--- config.mk ---
export PLATFORM = sky130hd
export DESIGN_NAME = spm_ctrl
export DESIGN_NICKNAME = d
export VERILOG_FILES = /design/src/rtl/spm_ctrl.sv
export SDC_FILE = /design/constraint.sdc
export NUM_CORES = 1
export LEC_CHECK = 0
export BUFFER_PORTS_ARGS = -buffer_cell sky130_fd_sc_hd__buf_4
export CAP_MARGIN = 20
export CORE_AREA = 5 5 115 117
export DETAILED_ROUTE_END_ITERATION = 16
export DIE_AREA = 0 0 120 122
export GPL_TIMING_DRIVEN = 1
export HOLD_SLACK_MARGIN = 0.05
export PLACE_DENSITY = 0.79
export SLEW_MARGIN = 0
export SYNTH_ARGS = -nofsm -noshare
export SYNTH_HDL_FRONTEND = slang
export SYNTH_SLANG_ARGS = --single-unit
--- constraint.sdc ---
create_clock -name clk -period 1.9 [get_ports clk]
set_input_delay 0.095 -clock clk [delete_from_list [all_inputs] [get_ports clk]]
set_output_delay 0.095 -clock clk [all_outputs]
set_load 0.005 [all_outputs]
--- src/rtl/spm_ctrl.sv ---
// Sequencer for the serial-parallel multiplier core: latches operands, streams the
// multiplier LSB-first into the core and collects the 2*W-bit serial product.
`timescale 1ns/1ps
module spm_ctrl #(
    parameter int unsigned W = 32
) (
    input  logic             clk,
    input  logic             rst,
    input  logic             start,
    input  logic [W-1:0]     mc,
    input  logic [W-1:0]     mp,
    output logic             busy,
    output logic             done,
    output logic [2*W-1:0]   prod,
    output logic             spm_clr_n,
    output logic [W-1:0]     spm_x,
    output logic             spm_y,
    input  logic             spm_p
);

    localparam int unsigned PW = 2 * W;
    localparam int unsigned KW = $clog2(PW);
    localparam logic [KW-1:0] K_LAST = KW'(PW - 1);

    typedef enum logic [1:0] {
        S_IDLE,
        S_LOAD,
        S_SHIFT,
        S_DONE
    } state_e;

    state_e          state_q;
    logic [KW-1:0]   k_q;
    logic [KW-1:0]   k_d;
    logic [W-1:0]    mp_q;
    logic [PW-1:0]   prod_q;
    logic [W-1:0]    spm_x_q;
    logic            busy_q;
    logic            done_q;
    logic            clr_n_q;
    logic            spm_y_q;

    assign k_d = k_q + KW'(1);

    // mp_q shifts right with zero fill, so after W bits spm_y naturally reads 0
    always_ff @(posedge clk) begin
        if (!rst) begin
            state_q <= S_IDLE;
            k_q     <= '0;
            mp_q    <= '0;
            prod_q  <= '0;
            spm_x_q <= '0;
            busy_q  <= 1'b0;
            done_q  <= 1'b0;
            clr_n_q <= 1'b0;
            spm_y_q <= 1'b0;
        end else begin
            done_q <= 1'b0;
            case (state_q)
                S_IDLE, S_DONE: begin
                    if (start) begin
                        state_q <= S_LOAD;
                        busy_q  <= 1'b1;
                        spm_x_q <= mc;
                        mp_q    <= mp;
                        prod_q  <= '0;
                    end else begin
                        state_q <= S_IDLE;
                    end
                end
                S_LOAD: begin
                    state_q <= S_SHIFT;
                    k_q     <= '0;
                    clr_n_q <= 1'b1;
                    spm_y_q <= mp_q[0];
                    mp_q    <= mp_q >> 1;
                end
                S_SHIFT: begin
                    prod_q[k_q] <= spm_p;
                    if (k_q == K_LAST) begin
                        state_q <= S_DONE;
                        done_q  <= 1'b1;
                        busy_q  <= 1'b0;
                        clr_n_q <= 1'b0;
                        spm_y_q <= 1'b0;
                    end else begin
                        k_q     <= k_d;
                        spm_y_q <= mp_q[0];
                        mp_q    <= mp_q >> 1;
                    end
                end
                default: state_q <= S_IDLE;
            endcase
        end
    end

    assign busy      = busy_q;
    assign done      = done_q;
    assign prod      = prod_q;
    assign spm_clr_n = clr_n_q;
    assign spm_x     = spm_x_q;
    assign spm_y     = spm_y_q;

endmodule

==> flow_summary.json, run 1 <==
{
  "status": "finished clean",
  "worst_pin_slew_ns": 0.495,
  "avgViaCountPerCell": 5.79,
  "vias": 6247,
  "grt_overflow_total": 0,
  "r2r-end": "prod[18]",
  "syn_inst": 714,
  "drt_first_pass_iters": 5,
  "hold_end": "mp_q[6]",
  "cts_buffer_depth": 2,
  "setup_viol": 0,
  "fin_util_pct": 71.6,
  "r2r_setup_slack_ns": 0.08,
  "slew_headroom_pct": 67.0,
  "grt_pass1_wl_um": 31000,
  "final-seq-area_um2": 2800,
  "max_freq_mhz": 550,
  "detail-route-antenna-nets": 0,
  "r2r_cells": 7,
  "synth_edf_count": 0,
  "cts_setup_buffers": 0,
  "multi_input_area_um2": 3080,
  "cts.sinks": 140,
  "grt_pass1_vias": 6242,
  "layout_common_cells": "buf_4 (199), dfxtp_1 (139), nand2_1 (114), a21oi_1 (92), o21ai_0 (67)",
  "clk_latency_ns": 0.43,
  "grt_max_degree": 36,
  "crit_required_ns": 2.24,
  "tritoncts": "done",
  "track_usage_pct": 26.2,
  "rows": 41,
  "drc": 0,
  "cp_max_fo": 35,
  "fill_cells": 903,
  "hold_class": "primary input to flop",
  "syn_to_final_growth_pct": 40.8,
  "path_class": "flop to flop",
  "cts_buffers": 17,
  "drt-met1-wl_um": 7670,
  "place_congestion": 0.826,
  "clock-skew-final_ns": 0.0103,
  "critPathCaptureType": "flop",
  "dr.max_layer_used": "met4",
  "ys_warn_count": 0,
  "syn-num-nets": 784,
  "core_um2": 12300,
  "cts_max_level": 4,
  "wl_met2_um": 9870,
  "vdd_drop_max_mv": 0.904,
  "rsz0062_at_grt": "false",
  "r2r-start": "state_q[0]",
  "dpl.hpwl_um": 12600,
  "wire_per_inst_um": 18.1,
  "synth_seq_cells": 140,
  "wl_um": 19500,
  "dieArea_um2": 14600,
  "drv_slew": 0,
  "root_buffer": "clkbuf_16",
  "die_x_um": 120,
  "drv_cap": 0,
  "antenna_found_initial": 0,
  "finalSetupTns_ns": 0,
  "syn_area_per_cell_um2": 8.73,
  "synth.distinct_cells": 52,
  "critPathArrivalTime_ns": 2.16,
  "hold_start": "mp[6]",
  "powerDensity_nw_per_um2": 1240,
  "p_leak_nw": 3.80,
  "path_clk_slew_ns": 0.07,
  "syn-cell-area_um2": 6230,
  "hold_viol_final": 0,
  "async_flop_share_pct": 0,
  "dr_wl_met3_um": 1370,
  "finalNetCount": 985,
  "drive_above_1_share_pct": 31.4,
  "io_pins": 168,
  "seq_area_frac_synth_pct": 45.0,
  "io_buffers": 167,
  "cp-start-kind": "flop",
  "layout_worst_path_cycle_share_pct": 95.7,
  "dominantRegCellSynth": "dfxtp_1",
  "layout_commonest_cell": "buf_4",
  "die-height_um": 122,
  "antenna_cells": 0,
  "drtIter0Drc": 736,
  "min_path_cells": 3,
  "finalCriticalPeriod_ns": 1.82,
  "start_util_pct": 50.8
}
-- cell type report --
type / count / share of cell area (%)
multi-input cells: 505 / 35.1
clock buffers: 18 / 5.01
repair buffers: 245 / 23.0
flip-flops and latches: 140 / 32.0
inverters: 6 / 0.271
well taps: 150 / 2.14
clock inverters: 14 / 2.47
-- power breakdown --
group          switching, mW  internal, mW  total, mW
sequential             0.276          3.43       3.71
clock                   1.32          2.37       3.69
combinational           1.92          1.56       3.48
-- cells by family after synthesis --
| logic type | after synthesis | share of synthesized area, % |
|---|---|---|
| multiplexers | 32 | 5.14 |
| adder cells (fa/ha/maj) | 2 | 0.401 |
| AND/OR/NAND/NOR | 221 | 17.0 |
| buffers and inverters | 69 | 5.78 |
| AO/OA/AOI/OAI | 250 | 26.7 |
| flip-flops | 140 | 45.0 |
-- synth_stat cells (4+ instances only) --
| cell | instances | area share [%] |
|---|---|---|
| a21oi_1 | 92 | 7.4 |
| o31ai_1 | 4 | 0.48 |
| a211oi_2 | 28 | 5.6 |
| nor3b_4 | 5 | 1.5 |
| buf_6 | 7 | 1.3 |
| and2_1 | 9 | 0.90 |
| o21ai_1 | 15 | 1.2 |
| a32o_1 | 7 | 1.1 |
| inv_1 | 5 | 0.30 |
| buf_4 | 7 | 0.84 |
| nand3_1 | 9 | 0.72 |
| o21ai_0 | 67 | 5.4 |
| dfxtp_1 | 140 | 45 |
| mux2i_1 | 32 | 5.1 |
| a221oi_1 | 10 | 1.4 |
| nor2_1 | 53 | 3.2 |
| a211oi_1 | 5 | 0.60 |
| buf_2 | 18 | 1.4 |
| nand2_1 | 115 | 6.9 |
| and3b_1 | 6 | 0.84 |
| clkbuf_1 | 29 | 1.7 |
| and3_1 | 6 | 0.60 |
-- critical path, stage by stage, from the launching register on --
cell     delay, ns
dfxtp_1       0.33
inv_1         0.05
ha_2          0.42
mux2i_2       0.30
and2_1        0.21
buf_12        0.19
o21ai_0       0.13
o21ai_0       0.10
-- sequential cells by signal (all words and copies together) (netlist names) --
signal	flops
busy	1
done	1
k_q	6
mp_q	32
prod	64
spm_clr_n	1
spm_x	32
spm_y	1
state_q	2
-- metrics by stage --
step | power [mW] | setup WS [ns] | instance area, µm² | hold WS [ns] | std cells
after floorplan | 6.03 | 0.291 | 6230 | 0.231 | 714
after global placement | 6.81 | 0.0926 | 7690 | 0.342 | 1007
after detailed placement | 6.96 | -0.00925 | 7690 | 0.353 | 1007
after CTS | 10.8 | -0.00716 | 8750 | 0.0513 | 1078
after global routing | 11.4 | 0.00430 | 8770 | 0.0515 | 1078
final | 10.9 | 0.0819 | 8770 | 0.0565 | 1078
-- worst max-delay path by stage --
stage	start	to	slack (ns)	depth (start not counted)
CTS	state_q[0]	prod[49]	-0.007	6
global placement	state_q[0]	prod[48]	0.09	6
global route	state_q[0]	prod[48]	0.004	6
finish	state_q[0]	prod[18]	0.08	7
detailed placement	state_q[0]	mp_q[16]	-0.009	7
floorplan	state_q[0]	prod[40]	0.29	8
-- metal layers --
layer	up-vias	GRT usage [%]
li1	2946	-
met1	2968	30.3
met2	280	45.2
met3	53	7.15
met4	0	12.2
met5	-	0
-- timing repair --
item                       CTS  global route
setup endpoints to repair   16            56
gates resized for setup      0             7
cloned                       1             0
hold endpoints to repair    38             0
hold buffers                38             0
No activity file was read; power rests on OpenSTA's default activity.
==> run 2: changes to the inputs <==
HOLD_SLACK_MARGIN = 0.08   (was 0.05)
==> run 2 against run 1 <==
Against the previous run: worst setup slack gained 0.0041 ns; cell count is 2.2% higher; sequential power barely moved; first-iteration DRC count up 9.2%; largest cell class unchanged; via count increased by 2.9%; critical endpoint unchanged; clock skew is 0.0034 ns lower.
==> flow_summary.json, run 2 (same netlist as run 1, synthesis figures left out) <==
{
  "fin_cells": 1102,
  "die-height_um": 122,
  "root_buffer": "clkbuf_16",
  "grt_max_degree": 36,
  "wire_per_inst_um": 18.2,
  "path_clk_slew_ns": 0.06,
  "cts_setup_buffers": 0,
  "rows": 41,
  "finalCriticalPeriod_ns": 1.81,
  "total_power_mw": 10.9,
  "p_leak_nw": 3.90,
  "finalSetupTns_ns": 0,
  "drtIter0Drc": 804,
  "cts_max_level": 4,
  "drv_slew": 0,
  "fin_util_pct": 73.5,
  "drt_first_pass_iters": 5,
  "dpl.hpwl_um": 12600,
  "cts_buffers": 17,
  "multi_input_area_um2": 3080,
  "vdd_drop_max_mv": 0.919,
  "clock-skew-final_ns": 0.00694,
  "tritoncts": "done",
  "path_class": "flop to flop",
  "layout_common_cells": "buf_4 (199), dfxtp_1 (139), nand2_1 (114), a21oi_1 (92), o21ai_0 (67)",
  "fill_cells": 858,
  "clk_latency_ns": 0.42,
  "critPathArrivalTime_ns": 2.15,
  "die_x_um": 120,
  "cp-start-kind": "flop",
  "dp.cells": 1007,
  "start_util_pct": 50.8,
  "layout_worst_path_cycle_share_pct": 95.5,
  "syn_to_final_growth_pct": 44.6,
  "track_usage_pct": 27.0,
  "avgViaCountPerCell": 5.83,
  "final-seq-area_um2": 2800,
  "status": "finished clean",
  "antenna_cells": 0,
  "rsz0062_at_grt": "false",
  "io_buffers": 167,
  "hold_class": "primary input to flop",
  "slew_headroom_pct": 66.8,
  "drv_cap": 0,
  "holdWs_ns": 0.0891,
  "cts_buffer_depth": 2,
  "finalNetCount": 1009,
  "io_pins": 168,
  "core_um2": 12300,
  "setup_viol": 0,
  "layout_commonest_cell": "buf_4",
  "largest_register_ffs": 64,
  "max_freq_mhz": 551,
  "critPathCaptureType": "flop",
  "grt_pass1_vias": 6458,
  "drive_above_1_share_pct": 30.6,
  "place_congestion": 0.826,
  "grt_pass1_wl_um": 31900,
  "crit_required_ns": 2.24,
  "cp_max_fo": 35,
  "antenna_found_initial": 0,
  "wl_um": 20000,
  "worst_pin_slew_ns": 0.497,
  "hold_viol_final": 0,
  "grt_overflow_total": 0,
  "powerDensity_nw_per_um2": 1210,
  "vias": 6430,
  "drc": 0,
  "cts.sinks": 140,
  "dieArea_um2": 14600,
  "detail-route-antenna-nets": 0
}
run 2: changes by cell type in the layout (fill, tap and decap cells not counted), sizes merged:
cell         delta
dlygate4sd3    +24
run 2: final timing paths:
path / from / end / slack, ns / cells past startpoint
worst max-delay path: state_q[0] / prod[18] / 0.09 / 7
worst min-delay path: mp[24] / mp_q[24] / 0.09 / 3
worst max register to register: state_q[0] / prod[18] / 0.09 / 7
worst min register to register: spm_x[0] / spm_x[0] / 0.46 / 2
run 2: critical path, stage by stage, from the launching register on:
cell	delay, ns
dfxtp_1	0.33
inv_1	0.05
ha_2	0.42
mux2i_2	0.30
and2_1	0.21
buf_12	0.19
o21ai_0	0.13
o21ai_0	0.10
run 2: layout make-up:
type / instances / area share [%]
clock buffer: 18 / 4.87
clock inverter: 14 / 2.40
inverter: 6 / 0.264
multi-input combinational: 505 / 34.2
sequential: 140 / 31.1
tap: 150 / 2.08
timing repair buffer: 269 / 25.1
run 2: timing repair:
| action | CTS | global route |
|---|---|---|
| pin swaps | 0 | 0 |
| hold buffers | 62 | 0 |
| gates cloned | 1 | 0 |
| endpoints found under the hold margin | 65 | 0 |
| resized for setup | 0 | 7 |
| endpoints found under the setup margin | 16 | 56 |
run 2: stage by stage:
| stage | cell area [µm²] | setup slack, ns |
|---|---|---|
| finish | 9010 | 0.0860 |
| floorplan | 6230 | 0.291 |
| global route | 9010 | 0.00430 |
| CTS | 8990 | -0.00716 |
| detailed placement | 7690 | -0.00925 |
| global placement | 7690 | 0.0926 |
run 2: power by group:
group	total [mW]	switching (mW)	internal (mW)
sequential	3.71	0.281	3.43
clock	3.68	1.31	2.37
combinational	3.54	1.95	1.59
run 2: layer usage:
metal / up-vias / wire [µm] / global-route usage, %
met4: 0 / 671 / 13.1
li1: 2994 / - / -
met3: 61 / 1460 / 7.43
met5: - / 0 / 0
met2: 312 / 10200 / 46.6
met1: 3063 / 7690 / 30.8
